[src/rtl/pe_pkg.sv]
// Shared package for the PE load scheduler.
// Holds the default lane geometry and the scheduler state enumeration.
package pe_pkg;

    // Default lane data width and number of PE lanes.
    localparam int unsigned PE_DATA_WIDTH = 8;
    localparam int unsigned PE_DATA_DEPTH = 33;

    // Scheduler states: waiting for a frame, streaming beats, completion cycle.
    typedef enum logic [1:0] {
        ST_IDLE = 2'd0,
        ST_LOAD = 2'd1,
        ST_DONE = 2'd2
    } pe_state_e;

endpackage

[src/rtl/pe_load_sched.sv]
// pe_load_sched: streams a frame of cfg_len beats from a valid/ready source
// onto an external PE demux, one lane per beat, lanes 0..cfg_len-1 in order.
//
// Ports
//   clk, rst_n      clock, synchronous active-low reset
//   start           request a frame (honoured in IDLE only)
//   abort           drop the current frame (honoured in LOAD only)
//   cfg_len         lanes in the frame, 1..DATA_DEPTH, sampled on accepted start
//   in_data         source data
//   in_valid        source data valid
//   in_ready        scheduler accepting data (decoded from state)
//   dmx_data        registered data to the demux
//   dmx_sel         registered demux lane select
//   dmx_en          registered demux enable, one cycle per delivered beat
//   busy            frame in progress (LOAD or DONE)
//   done            one-cycle pulse following the DONE state of a completed frame
//   err             one-cycle pulse after a start with an illegal cfg_len
module pe_load_sched
    import pe_pkg::*;
#(
    parameter int unsigned DATA_WIDTH = PE_DATA_WIDTH,
    parameter int unsigned DATA_DEPTH = PE_DATA_DEPTH,
    parameter int unsigned SEL_WIDTH  = $clog2(DATA_DEPTH)
) (
    input  logic                  clk,
    input  logic                  rst_n,
    input  logic                  start,
    input  logic                  abort,
    input  logic [SEL_WIDTH:0]    cfg_len,
    input  logic [DATA_WIDTH-1:0] in_data,
    input  logic                  in_valid,
    output logic                  in_ready,
    output logic [DATA_WIDTH-1:0] dmx_data,
    output logic [SEL_WIDTH-1:0]  dmx_sel,
    output logic                  dmx_en,
    output logic                  busy,
    output logic                  done,
    output logic                  err
);

    localparam int unsigned LEN_W = SEL_WIDTH + 1;

    pe_state_e             state_q;
    logic [LEN_W-1:0]      len_q;
    logic [SEL_WIDTH-1:0]  idx_q;
    logic [SEL_WIDTH-1:0]  idx_d;
    logic [DATA_WIDTH-1:0] dmx_data_q;
    logic [SEL_WIDTH-1:0]  dmx_sel_q;
    logic                  dmx_en_q;
    logic                  done_q;
    logic                  err_q;

    logic                  beat_c;
    logic                  last_beat_c;
    logic                  len_ok_c;

    // Handshake, final-beat and length-legality decode.
    assign in_ready    = (state_q == ST_LOAD);
    assign busy        = (state_q != ST_IDLE);
    assign beat_c      = in_valid && in_ready;
    assign idx_d       = idx_q + SEL_WIDTH'(1);
    assign last_beat_c = (LEN_W'(idx_q) == (len_q - LEN_W'(1)));
    assign len_ok_c    = (cfg_len != LEN_W'(0)) && (cfg_len <= LEN_W'(DATA_DEPTH));

    // Frame FSM together with the registered demux and status outputs.
    always_ff @(posedge clk) begin
        if (!rst_n) begin
            state_q    <= ST_IDLE;
            len_q      <= '0;
            idx_q      <= '0;
            dmx_data_q <= '0;
            dmx_sel_q  <= '0;
            dmx_en_q   <= 1'b0;
            done_q     <= 1'b0;
            err_q      <= 1'b0;
        end else begin
            dmx_en_q <= 1'b0;
            err_q    <= 1'b0;
            // done follows the DONE state by one register stage.
            done_q   <= (state_q == ST_DONE);

            // A beat taken in the abort cycle is still delivered.
            if (beat_c) begin
                dmx_data_q <= in_data;
                dmx_sel_q  <= idx_q;
                dmx_en_q   <= 1'b1;
                idx_q      <= idx_d;
            end

            case (state_q)
                ST_IDLE: begin
                    if (start) begin
                        if (len_ok_c) begin
                            len_q   <= cfg_len;
                            idx_q   <= '0;
                            state_q <= ST_LOAD;
                        end else begin
                            err_q <= 1'b1;
                        end
                    end
                end
                ST_LOAD: begin
                    // Abort takes priority over completing on the final beat.
                    if (abort) begin
                        state_q <= ST_IDLE;
                    end else if (beat_c && last_beat_c) begin
                        state_q <= ST_DONE;
                    end
                end
                ST_DONE: begin
                    state_q <= ST_IDLE;
                end
                default: begin
                    state_q <= ST_IDLE;
                end
            endcase
        end
    end

    assign dmx_data = dmx_data_q;
    assign dmx_sel  = dmx_sel_q;
    assign dmx_en   = dmx_en_q;
    assign done     = done_q;
    assign err      = err_q;

endmodule

[config.mk]
export PLATFORM = sky130hd
export DESIGN_NAME = pe_load_sched
export DESIGN_NICKNAME = d
export VERILOG_FILES = /design/src/rtl/pe_pkg.sv /design/src/rtl/pe_load_sched.sv
export SDC_FILE = /design/constraint.sdc
export NUM_CORES = 1
export LEC_CHECK = 0
export ABC_AREA = 0
export BUFFER_PORTS_ARGS = -buffer_cell sky130_fd_sc_hd__buf_2
export CAP_MARGIN = 0
export CORE_AREA = 2 2 42 73
export CTS_CLUSTER_SIZE = 12
export DETAILED_ROUTE_END_ITERATION = 16
export DIE_AREA = 0 0 44 75
export HOLD_SLACK_MARGIN = 0.1
export MAX_ROUTING_LAYER = met4
export PLACE_DENSITY_LB_ADDON = 0.08
export SYNTH_ARGS = -nofsm -noshare
export SYNTH_HDL_FRONTEND = slang
export SYNTH_SLANG_ARGS = --single-unit
[constraint.sdc]
create_clock -name clk -period 5.25 [get_ports clk]
set_clock_uncertainty 0.2 [all_clocks]
set_input_delay 0.2625 -clock clk [delete_from_list [all_inputs] [get_ports clk]]
set_output_delay 0.2625 -clock clk [all_outputs]
set_load 0.1 [all_outputs]
## Yosys cells after proc, flatten, opt, wreduce, memory -nomap -nowiden

Index checks and enable logic that the tools add are counted.

| word-level totals | value |
|---|---|
| bits in registers | 32 |
| bits of input ports | 20 |
| output and inout bits | 19 |
| word-level logic and storage cells | 37 |

| cells by class | value |
|---|---|
| add/subtract/negate cells | 2 |
| $lt $le $gt $ge | 1 |
| equal/unequal tests | 6 |
| multiplexer cells | 11 |
| reductions and logical operators | 9 |

Operators with widths:

| cell | count |
|---|---|
| 2-to-1 mux 6 bit | 4 |
| AND reduction 3 bit | 3 |
| 2-to-1 mux 2 bit | 4 |
| == test 6 x 7 -> 1 bit | 1 |
| less-or-equal comparator 7 x 6 -> 1 bit (second input constant) | 1 |
| nonzero test 7 bit | 1 |
| subtractor 7 x 1 -> 7 bit (second input constant) | 1 |
| adder 6 x 1 -> 6 bit (second input constant) | 1 |
| != test 2 bit (second input constant) | 2 |
| case mux 2 bit (2 select lines) | 1 |
| logical AND 1 bit | 3 |
| != test 3 x 2 -> 1 bit (second input constant) | 1 |
| == test 2 x 1 -> 1 bit (second input constant) | 1 |
| == test 2 bit (second input constant) | 1 |
| logical NOT 2 bit | 1 |
| 2-to-1 mux 1 bit | 2 |
| nonzero test 2 bit | 1 |

## Depth between registers and ports, before layout

Gate-level depths: netlist (run 1).

| logic depth | value |
|---|---|
| depth after elaboration | 6 |
| mapped depth | 7 |
| mapped depth without buffers | 7 |

## Worst setup path before layout (run 1)

OpenSTA, ideal clock, no wires.

| path | value |
|---|---|
| kind | register to register |
| start point | register state_q[0] |
| end point | register state_q[1] |
| setup time | 0.060 ns |
| arrival time | 2.145 ns |
| required time | 4.990 ns |
| path slack | 2.845 ns |
| cell stages (with the launch flop) | 4 |
| path buffers | 0 |
| clock period less this slack | 2.405 ns |
| path through | dfxtp_1 -> nor2b_1 -> nor2b_1 -> and3_1 |

| between the ends | value |
|---|---|
| longest elaborated chain between the ends | 5 |
| elaborated cells on any way between the ends | 9 |
| classes of those cells | eq/ne (4); mux (1); reduce/logical (4) |

RTL lines:

| item | RTL line | text |
|---|---|---|
| start: declaration | pe_load_sched.sv:43 | `pe_state_e state_q;` |
| start signal: assignment | pe_load_sched.sv:68 | `state_q <= ST_IDLE;` |
| start signal: assignment | pe_load_sched.sv:96 | `state_q <= ST_LOAD;` |
| start signal: assignment | pe_load_sched.sv:105 | `state_q <= ST_IDLE;` |
| == test 2 x 1 -> 1 bit (*) | pe_load_sched.sv:58 | `assign in_ready = (state_q == ST_LOAD);` |
| named net in_ready | pe_load_sched.sv:32 | `output logic in_ready,` |
| logical AND 1 bit | pe_load_sched.sv:60 | `assign beat_c = in_valid && in_ready;` |
| logical AND 1 bit | pe_load_sched.sv:106 | `end else if (beat_c && last_beat_c) begin` |
| != test 3 x 2 -> 1 bit (no source line) | - |  |
| AND reduction 3 bit (no source line) | - |  |

Mark *: on every way through the listed nets, which the timed path passes. The rest lies on a longest branch.
A chain may end at the register's enable or synchronous reset.

## Worst setup path in the final report (run 1)

| path | value |
|---|---|
| start point | register state_q[0] |
| end point | register state_q[1] |

| between the ends | value |
|---|---|
| longest elaborated chain between the ends | 5 |
| elaborated cells on any way between the ends | 9 |
| classes of those cells | eq/ne (4); mux (1); reduce/logical (4) |

RTL lines:

| item | RTL line |
|---|---|
| == test 2 x 1 -> 1 bit | pe_load_sched.sv:58, pe_load_sched.sv:90 |
| logical AND 1 bit | pe_load_sched.sv:60 |
| logical AND 1 bit | pe_load_sched.sv:106 |
| != test 3 x 2 -> 1 bit (no source line) | - |
| AND reduction 3 bit (no source line) | - |

Parallel ways exist; a longest one is shown, timed or not.

==> results of run 1 <==
==> flip-flops by register name, indices dropped and copies added, names as in the netlist <==
name	flops
dmx_data	8
len_q	7
dmx_sel	6
idx_q	6
state_q	2
dmx_en	1
done	1
err	1
==> Yosys cell counts (2+ instances only) <==
master	number
dfxtp_1	32
nand2_1	32
nor3_1	3
clkbuf_1	5
nor2_1	12
inv_1	4
xnor2_1	9
nor4_1	2
and3b_1	3
xor2_1	5
ha_1	2
nand3_1	4
and3_1	3
o21ai_1	2
a21boi_1	14
nor2b_1	8
mux2i_1	6
==> power groups by stage <==
stage / combinational [uW] / sequential, uW / clock, uW
after CTS: 63.6 / 250 / 236
final: 63.3 / 250 / 229
after floorplan: 29.9 / 267 / 0
after detailed placement: 56.1 / 256 / 0
after global placement: 54.5 / 256 / 0
after global routing: 68.3 / 251 / 245
==> placed cells by master (no fill, tap or decap), types with 3 or more instances in the layout <==
cell,instances
clkbuf_8,5
a21boi_1,14
xnor2_1,9
and3_1,3
nand3_1,4
nor2b_1,8
buf_2,38
nor2_1,12
nand2_1,32
dfxtp_1,32
inv_1,4
nor3_1,3
mux2i_1,6
xor2_1,5
and3b_1,3
dlygate4sd3_1,13
==> through the flow <==
stage                     instance area (um2)  utilization  total power (uW)  hold WS (ns)  instances
after CTS                                1860        0.690               550         0.101        241
after detailed placement                 1620        0.601               312         0.246        220
after global placement                   1620        0.601               310         0.238        220
after global routing                     1860        0.690               564         0.122        241
after floorplan                          1420            -               297         0.188        161
final                                    1860        0.690               543         0.107        241
==> logic make-up (layout without fill, tap and decap cells) <==
family | count (synthesis) | count (layout) | share of synthesized area
AO/OA/AOI/OAI | 23 | 23 | 0.116
XOR/XNOR | 14 | 14 | 0.0863
adder cells (fa/ha/maj) | 2 | 2 | 0.0176
buffers and inverters | 10 | 63 | 0.0291
flip-flops | 32 | 32 | 0.451
multiplexers | 6 | 6 | 0.0423
AND/OR/NAND/NOR | 74 | 74 | 0.257
==> layer usage <==
metal  wire length (um)  GRT usage  up-vias
met3                127     0.0456        9
met4                105      0.148        0
li1                   -          -      643
met1               1190      0.190      585
met5                  0          -        -
met2               1700      0.395       30
==> layout make-up <==
class | count | area, um2
multi-input combinational | 119 | 738
clock inverter | 2 | 35.0
sequential | 32 | 641
clock buffer | 6 | 72.6
tap | 27 | 33.8
timing repair buffer | 51 | 320
inverter | 4 | 15.0
fill | 244 | 835
==> worst min path at each step <==
stage,depth (start not counted),start,to,slack (ns)
3_3_place_gp,2,dmx_data[2],dmx_data[2],0.24
3_5_place_dp,2,dmx_sel[5],dmx_sel[5],0.25
6_report,4,abort,state_q[0],0.11
5_1_grt,3,abort,state_q[1],0.12
4_1_cts,3,abort,state_q[1],0.10
2_1_floorplan,2,start,err,0.19
==> worst min-delay path, stage by stage <==
cell     delay (ns)
buf_2          0.07
nor2b_1        0.05
o21ai_1        0.11
nor2_1         0.06
==> what timing repair did <==
| action | 4_1_cts | 5_1_grt |
|---|---|---|
| hold buffers | 13 | 0 |
| hold endpoints to repair | 12 | 0 |
| buffers inserted | 0 | 0 |
==> metrics.md, run 1 <==
| Metric | Value |
|---|---|
| EDFF count, synth | `0` |
| Crit-path slowest cell | `and3b_1` |
| Final net count | `235` |
| Number of CTS-inserted buffers | `5` |
| Post-synth net total | `183` |
| Ports | `39` |
| Post-Syn Area | `1420 um2` |
| PwrDens | `293 nW/um2` |
| Hold Vio Cnt, Final | `0` |
| DRT iter0 DRCs | `27` |
| Clk pwr share | `0.422` |
| Seq pwr share | `0.461` |
| Worst EP arrival | `2.45 ns` |
| FF-to-FF Start | `state_q[0]` |
| Aggregate global-route resource usage | `0.217` |
| Ranking of synthesized cells by area | `dfxtp_1 (45%), nand2_1 (8.5%), a21boi_1 (7.4%)` |
| Vias in the first global route | `1229` |
| Die area | `3300 um2` |
| Die Y | `75 um` |
| RSZ-0062 raised after global routing | `no` |
| Startpoint types | `flip-flop` |
| Crit share post-route | `0.459` |
| Sink Count | `32` |
| Largest net degree at the start of global routing | `27` |
| Slowest stage delay, CP | `0.62 ns` |
| Root Driver | `clkbuf_8` |
| Number of antenna violations at the first check in global routing | `0` |
| Placer congestion estimate | `0.771` |
| Largest delay contributor family on the critical path | `simple AND/OR/NAND/NOR gates` |
| First-pass GRT wire length | `5080 um` |
| ANT cells | `0` |
| Cell Chain, Critical Path | `and3b_1, nand3_1, or4_1, a31oi_1, and3_1` |
| Max VDD drop | `0.000244 V` |
| Status | `finished, final reports clean` |
| Fmax | `415 MHz` |
| Detailed placement HPWL | `2220 um` |
| CP Class | `reg -> reg` |
| R2R Path End | `state_q[1]` |
| Core area | `2690 um2` |
| Slew Limit Fails | `0` |
| Max cap viols | `0` |
| Critical path buffers and inverters | `0` |
| Worst Tran Pin Value | `0.679 ns` |
| Ys async rst share | `0` |
| WP data required | `5.28 ns` |
| Port Buffer Count | `38` |
| Sw frac | `0.237` |
| CTS tree | `done` |
| Via count | `1267` |
| Htree depth | `2` |
| Critical Path Fanout Max | `20` |
| DRC violations left | `0` |
| Reg-to-reg setup timing slack | `2.84 ns` |
| WL/cell | `12.9 um` |
| Synth top area share | `0.451` |
| Post-synth top flop | `dfxtp_1` |
| Synthesized instance count | `161` |
| Post-route minimum period | `2.41 ns` |
| Worst-path clk slew | `0.07 ns` |
| Netlist cell types | `32` |
| Combinational power share | `0.117` |
| Chip width | `44 um` |
| Initial DRT Pass Iterations | `2` |
| Register bit total from synthesis | `32` |
| Average size of a mapped cell | `8.82 um2` |
| Cts repair resizes | `0` |
| Max-slew headroom | `0.547` |
| Clk_lat worst skew | `0.29 ns` |
| Fraction of layout cells with a size suffix above 1 | `0.215` |
| YS warnings | `0` |
| Seq/Total Area, Yosys | `0.451` |
| Cell leakage power | `0.000783 uW` |
| Worst Reg-to-Reg Cells | `5` |
| Internal | `414 uW` |
| Setup crit start | `state_q[0]` |
| Final ANT Viol Nets | `0` |
| Via-per-instance ratio | `5.26` |
| Hold WC Path Type | `in -> reg` |
| Rows | `25` |
| Total wire length | `3120 um` |
| Fin worst setup slack | `2.84 ns` |
| CP Capture Type | `flip-flop` |
| GR Overflow Total | `0` |
| Final setup viols | `0` |
| CP endpoint | `state_q[1]` |
| Dominant cell type by area after synthesis | `dfxtp_1` |
| Setup TNS | `0 ns` |
| Worst path depth | `5` |
| Post-synthesis to final-layout area growth | `30.7%` |
| Clock Tree Buf Depth | `2` |
| Starting Density | `0.528` |
| Setup WS pre-CTS | `2.85 ns` |
| Switch Pwr | `129 uW` |
No activity file was read; power rests on OpenSTA's default activity.
==> inputs of run 2 (changes only) <==
--- a/config.mk
+++ b/config.mk
@@ -8,10 +8,10 @@
 export ABC_AREA = 0
 export BUFFER_PORTS_ARGS = -buffer_cell sky130_fd_sc_hd__buf_2
 export CAP_MARGIN = 0
-export CORE_AREA = 2 2 42 73
+export CORE_AREA = 2 2 43 75
 export CTS_CLUSTER_SIZE = 12
 export DETAILED_ROUTE_END_ITERATION = 16
-export DIE_AREA = 0 0 44 75
+export DIE_AREA = 0 0 45 77
 export HOLD_SLACK_MARGIN = 0.1
 export MAX_ROUTING_LAYER = met4
 export PLACE_DENSITY_LB_ADDON = 0.08
==> constraint.sdc (replaced) <==
create_clock -name clk -period 2.3 [get_ports clk]
set_clock_uncertainty 0.2 [all_clocks]
set_input_delay 0.115 -clock clk [delete_from_list [all_inputs] [get_ports clk]]
set_output_delay 0.115 -clock clk [all_outputs]
set_load 0.1 [all_outputs]
==> metrics.md, run 2 (synthesis results as in run 1) <==
| Metric | Value |
|---|---|
| Aggregate global-route resource usage | `0.232` |
| Hold WS | `0.148 ns` |
| Clk_lat worst skew | `0.28 ns` |
| Total wire length | `3510 um` |
| Most common cell after layout, fill and taps aside | `buf_2` |
| Number of antenna violations at the first check in global routing | `0` |
| Crit share post-route | `0.938` |
| Fraction of layout cells with a size suffix above 1 | `0.224` |
| WL met3 | `129 um` |
| DRC violations left | `0` |
| Critical Path Fanout Max | `8` |
| Max VDD drop | `0.000469 V` |
| Worst EP arrival | `2.12 ns` |
| Fill cells | `244` |
| Dpl cells | `224` |
| Worst-path clk slew | `0.06 ns` |
| Final setup viols | `0` |
| Number of CTS-inserted buffers | `5` |
| Port Buffer Count | `38` |
| Met2 WL post-DR | `2020 um` |
| Post-synthesis to final-layout area growth | `40.8%` |
| Worst Tran Pin Value | `0.501 ns` |
| PwrDens | `556 nW/um2` |
| CTS tree | `done` |
| WL/cell | `13.7 um` |
| Ports | `39` |
| Rows | `26` |
| CP Capture Type | `flip-flop` |
| Status | `finished, final reports clean` |
| Chip width | `45 um` |
| Hold WC Path Type | `in -> reg` |
| Top Layer Used | `met4` |
| Largest net degree at the start of global routing | `27` |
| ANT cells | `0` |
| Max cap viols | `0` |
| Htree depth | `2` |
| Slew Limit Fails | `0` |
| Reg-to-reg setup timing slack | `0.14 ns` |
| Placer congestion estimate | `0.838` |
| Final net count | `252` |
| Cell leakage power | `0.000862 uW` |
| Setup TNS | `0 ns` |
| Core area | `2860 um2` |
| Die Y | `77 um` |
| Clock Tree Buf Depth | `2` |
| Post-route minimum period | `2.16 ns` |
| Die area | `3470 um2` |
| Initial DRT Pass Iterations | `3` |
| Most frequent cells in the layout | `buf_2 (37), nand2_1 (32), dfxtp_1 (31)` |
| Fmax | `463 MHz` |
| Max FFs per register | `8` |
| GR Overflow Total | `0` |
| Vias in the first global route | `1435` |
| Sink Count | `32` |
| Post-Layout Cell Count | `256` |
| Via-per-instance ratio | `5.27` |
| M1 WL | `1280 um` |
| Root Driver | `clkbuf_8` |
| Startpoint types | `primary input` |
| Final ANT Viol Nets | `0` |
| CP Class | `in -> reg` |
| Starting Density | `0.496` |
| Hold Vio Cnt, Final | `0` |
| WP data required | `2.26 ns` |
| Via count | `1350` |
| Detailed placement HPWL | `2350 um` |
| RSZ-0062 raised after global routing | `no` |
| First-pass GRT wire length | `5900 um` |
| DRT iter0 DRCs | `10` |
| Post-CTS Setup Bufs | `0` |
| Max-slew headroom | `0.668` |
run 2: changes by cell type in the layout (fill, tap and decap cells not counted), sizes merged:
| cell | previous run | this run |
|---|---|---|
| bufinv | 1 | 0 |
| clkbuf | 6 | 5 |
| buf | 38 | 41 |
| dlygate4sd3 | 13 | 27 |
| clkinv | 1 | 0 |
run 2: metal layers:
layer,track usage,vias up
met1,0.217,635
met4,0.0853,0
met5,-,-
li1,-,673
met2,0.433,33
met3,0.0424,9
run 2: final cells by class:
class,count,area (um2),share of cell area
clock buffer,5,68.8,0.0344
inverter,4,15.0,0.00751
tap,28,35.0,0.0175
multi-input combinational,119,749,0.375
sequential,32,642,0.321
timing repair buffer,68,489,0.245
run 2: worst paths after layout:
path | from | endpoint | cells past startpoint
setup / recovery | cfg_len[2] | len_q[0] | 8
hold / removal | in_valid | idx_q[3] | 5
setup reg to reg | len_q[1] | state_q[1] | 7
hold reg to reg | dmx_sel[4] | dmx_sel[4] | 2
run 2: worst max-delay path, cell delays in order:
cell           delay, ns
dlygate4sd3_1       0.54
buf_2               0.14
o41a_1              0.42
a211oi_2            0.25
and3_1              0.19
buf_4               0.18
mux2i_1             0.22
nor2b_1             0.06
run 2: what timing repair did:
item / 4_1_cts / 5_1_grt
hold buffers: 27 / 0
hold endpoints to repair: 22 / 0
endpoints found under the setup margin: 0 / 10
gates resized for setup: 0 / 6
run 2: power breakdown:
part           leakage [uW]  switching, uW  internal [uW]
clock             0.0000359            181            194
combinational      0.000567           89.8           75.4
sequential         0.000259           8.60            563
run 2: through the flow:
stage          utilization  power, uW  cell area, um2  setup WS, ns
5_1_grt              0.698       1160            2000        0.0348
4_1_cts              0.693       1120            1980        0.0281
3_5_place_dp         0.574        717            1640         0.110
6_report             0.698       1110            2000         0.142
3_3_place_gp         0.574        711            1640         0.194
2_1_floorplan            -        677            1420         0.272
==> inputs of run 3 (changes only) <==
--- a/config.mk
+++ b/config.mk
@@ -8,10 +8,10 @@
 export ABC_AREA = 0
 export BUFFER_PORTS_ARGS = -buffer_cell sky130_fd_sc_hd__buf_2
 export CAP_MARGIN = 0
-export CORE_AREA = 2 2 43 75
+export CORE_AREA = 4 4 45 77
 export CTS_CLUSTER_SIZE = 12
 export DETAILED_ROUTE_END_ITERATION = 16
-export DIE_AREA = 0 0 45 77
+export DIE_AREA = 0 0 49 81
 export HOLD_SLACK_MARGIN = 0.1
 export MAX_ROUTING_LAYER = met4
 export PLACE_DENSITY_LB_ADDON = 0.08
==> metrics.md, run 3 (synthesis results as in run 1) <==
| Metric | Value |
|---|---|
| Most frequent cells in the layout | `buf_2 (38), nand2_1 (32), dfxtp_1 (32)` |
| Htree depth | `2` |
| GR Overflow Total | `0` |
| Startpoint types | `primary input` |
| WL/cell | `13.8 um` |
| Number of antenna violations at the first check in global routing | `0` |
| Port Buffer Count | `38` |
| Max cap viols | `0` |
| Fmax | `448 MHz` |
| Worst Tran Pin Value | `0.492 ns` |
| Clk_lat worst skew | `0.28 ns` |
| Final net count | `256` |
| Die area | `3970 um2` |
| RSZ-0062 raised after global routing | `yes` |
| Max VDD drop | `0.000602 V` |
| Post-synthesis to final-layout area growth | `47.6%` |
| Via-per-instance ratio | `5.15` |
| Initial DRT Pass Iterations | `4` |
| Core area | `2860 um2` |
| Final ANT Viol Nets | `0` |
| Post-route minimum period | `2.23 ns` |
| Critical Path Fanout Max | `7` |
| Placement Cell Area | `1640 um2` |
| Vias in the first global route | `1388` |
| Worst EP arrival | `2.20 ns` |
| Via count | `1354` |
| Number of CTS-inserted buffers | `5` |
| Hold WC Path Type | `in -> reg` |
| Fraction of layout cells with a size suffix above 1 | `0.226` |
| Design area | `2100 um2` |
| Fin util | `0.732` |
| Aggregate global-route resource usage | `0.213` |
| Cell leakage power | `0.000913 uW` |
| Slew Limit Fails | `0` |
| ANT cells | `0` |
| Setup TNS | `0 ns` |
| DRT iter0 DRCs | `18` |
| DRC violations left | `0` |
| Die Y | `81 um` |
| Largest net degree at the start of global routing | `27` |
| Rows | `26` |
| Starting Density | `0.496` |
| Crit share post-route | `0.971` |
| Most common cell after layout, fill and taps aside | `buf_2` |
| Worst-path clk slew | `0.07 ns` |
| CP Capture Type | `flip-flop` |
| Ports | `39` |
| PwrDens | `634 nW/um2` |
| WP data required | `2.27 ns` |
| Clock Tree Buf Depth | `2` |
| Max-slew headroom | `0.674` |
| Root Driver | `clkbuf_8` |
| CTS tree | `done` |
| Max FFs per register | `8` |
| Final setup viols | `0` |
| CP Class | `in -> reg` |
| Fill cells | `237` |
| Chip width | `49 um` |
| Status | `finished, final reports clean` |
| Hold Vio Cnt, Final | `0` |
| First-pass GRT wire length | `6510 um` |
| Total wire length | `3640 um` |
| Sink Count | `32` |
| Detailed placement HPWL | `2370 um` |
| Placer congestion estimate | `0.881` |
==> run 3: cell types whose count changed in the layout (fill, tap and decap cells not counted) <==
cell | previous run | this run
buf_2 | 37 | 38
or2b_4 | 1 | 0
clkbuf_8 | 5 | 7
or2b_1 | 0 | 1
dlygate4sd3_1 | 27 | 31
dfxtp_1 | 31 | 32
dfxtp_2 | 1 | 0
buf_4 | 3 | 2
a31oi_2 | 0 | 1
a31oi_1 | 1 | 0
bufinv_16 | 0 | 1
==> run 3: worst paths after layout <==
kind | cells past startpoint | from | slack [ns] | end
max | 9 | cfg_len[0] | 0.07 | len_q[3]
max reg2reg | 7 | len_q[0] | 0.10 | state_q[1]
min reg2reg | 2 | dmx_sel[0] | 0.25 | dmx_sel[0]
min | 5 | in_valid | 0.14 | idx_q[3]
==> run 3: stage by stage <==
step,hold WS (ns),power (uW),std cells,setup slack (ns)
finish,0.144,1330,263,0.0665
floorplan,0.0409,677,161,0.272
detailed placement,0.162,716,224,0.0949
CTS,0.134,1340,263,0.00718
global placement,0.154,713,224,0.134
global route,0.158,1380,263,-0.0380
==> run 3: what timing repair did <==
item                                   4_1_cts  5_1_grt
buffers inserted                             0        0
setup endpoints to repair                    0        6
gates resized for setup                      0        3
hold buffers                                31        0
endpoints found under the hold margin       24        0
==> run 3: layout make-up <==
cell class	count	area (um2)	area share
well taps	28	35.0	0.0167
repair buffers	72	527	0.251
flip-flops and latches	32	641	0.306
multi-input cells	119	752	0.359
clock buffers	7	96.3	0.0460
clock inverters	1	30.0	0.0143
inverters	4	15.0	0.00716
==> run 3: worst max-delay path: stages <==
cell and delay [ns]:
dlygate4sd3_1 0.53, buf_2 0.11, nor2_1 0.04, a211oi_2 0.23, and3_1 0.22, buf_6 0.15, mux2i_1 0.19, nor2b_1 0.06
dlygate4sd3_1 0.55
==> run 3: per-layer routing <==
layer / vias up / track usage / share of wire
met2: 32 / 0.381 / 0.55
met1: 626 / 0.215 / 0.38
met4: 0 / 0.105 / 0.026
met5: - / - / 0
met3: 10 / 0.0477 / 0.043
li1: 686 / - / -
==> run 3: power breakdown <==
part	switching [uW]	leakage [uW]	internal (uW)
Sequential	8.50	0.000259	563
Clock	208	0.0000645	382
Combinational	90.1	0.000590	76.9
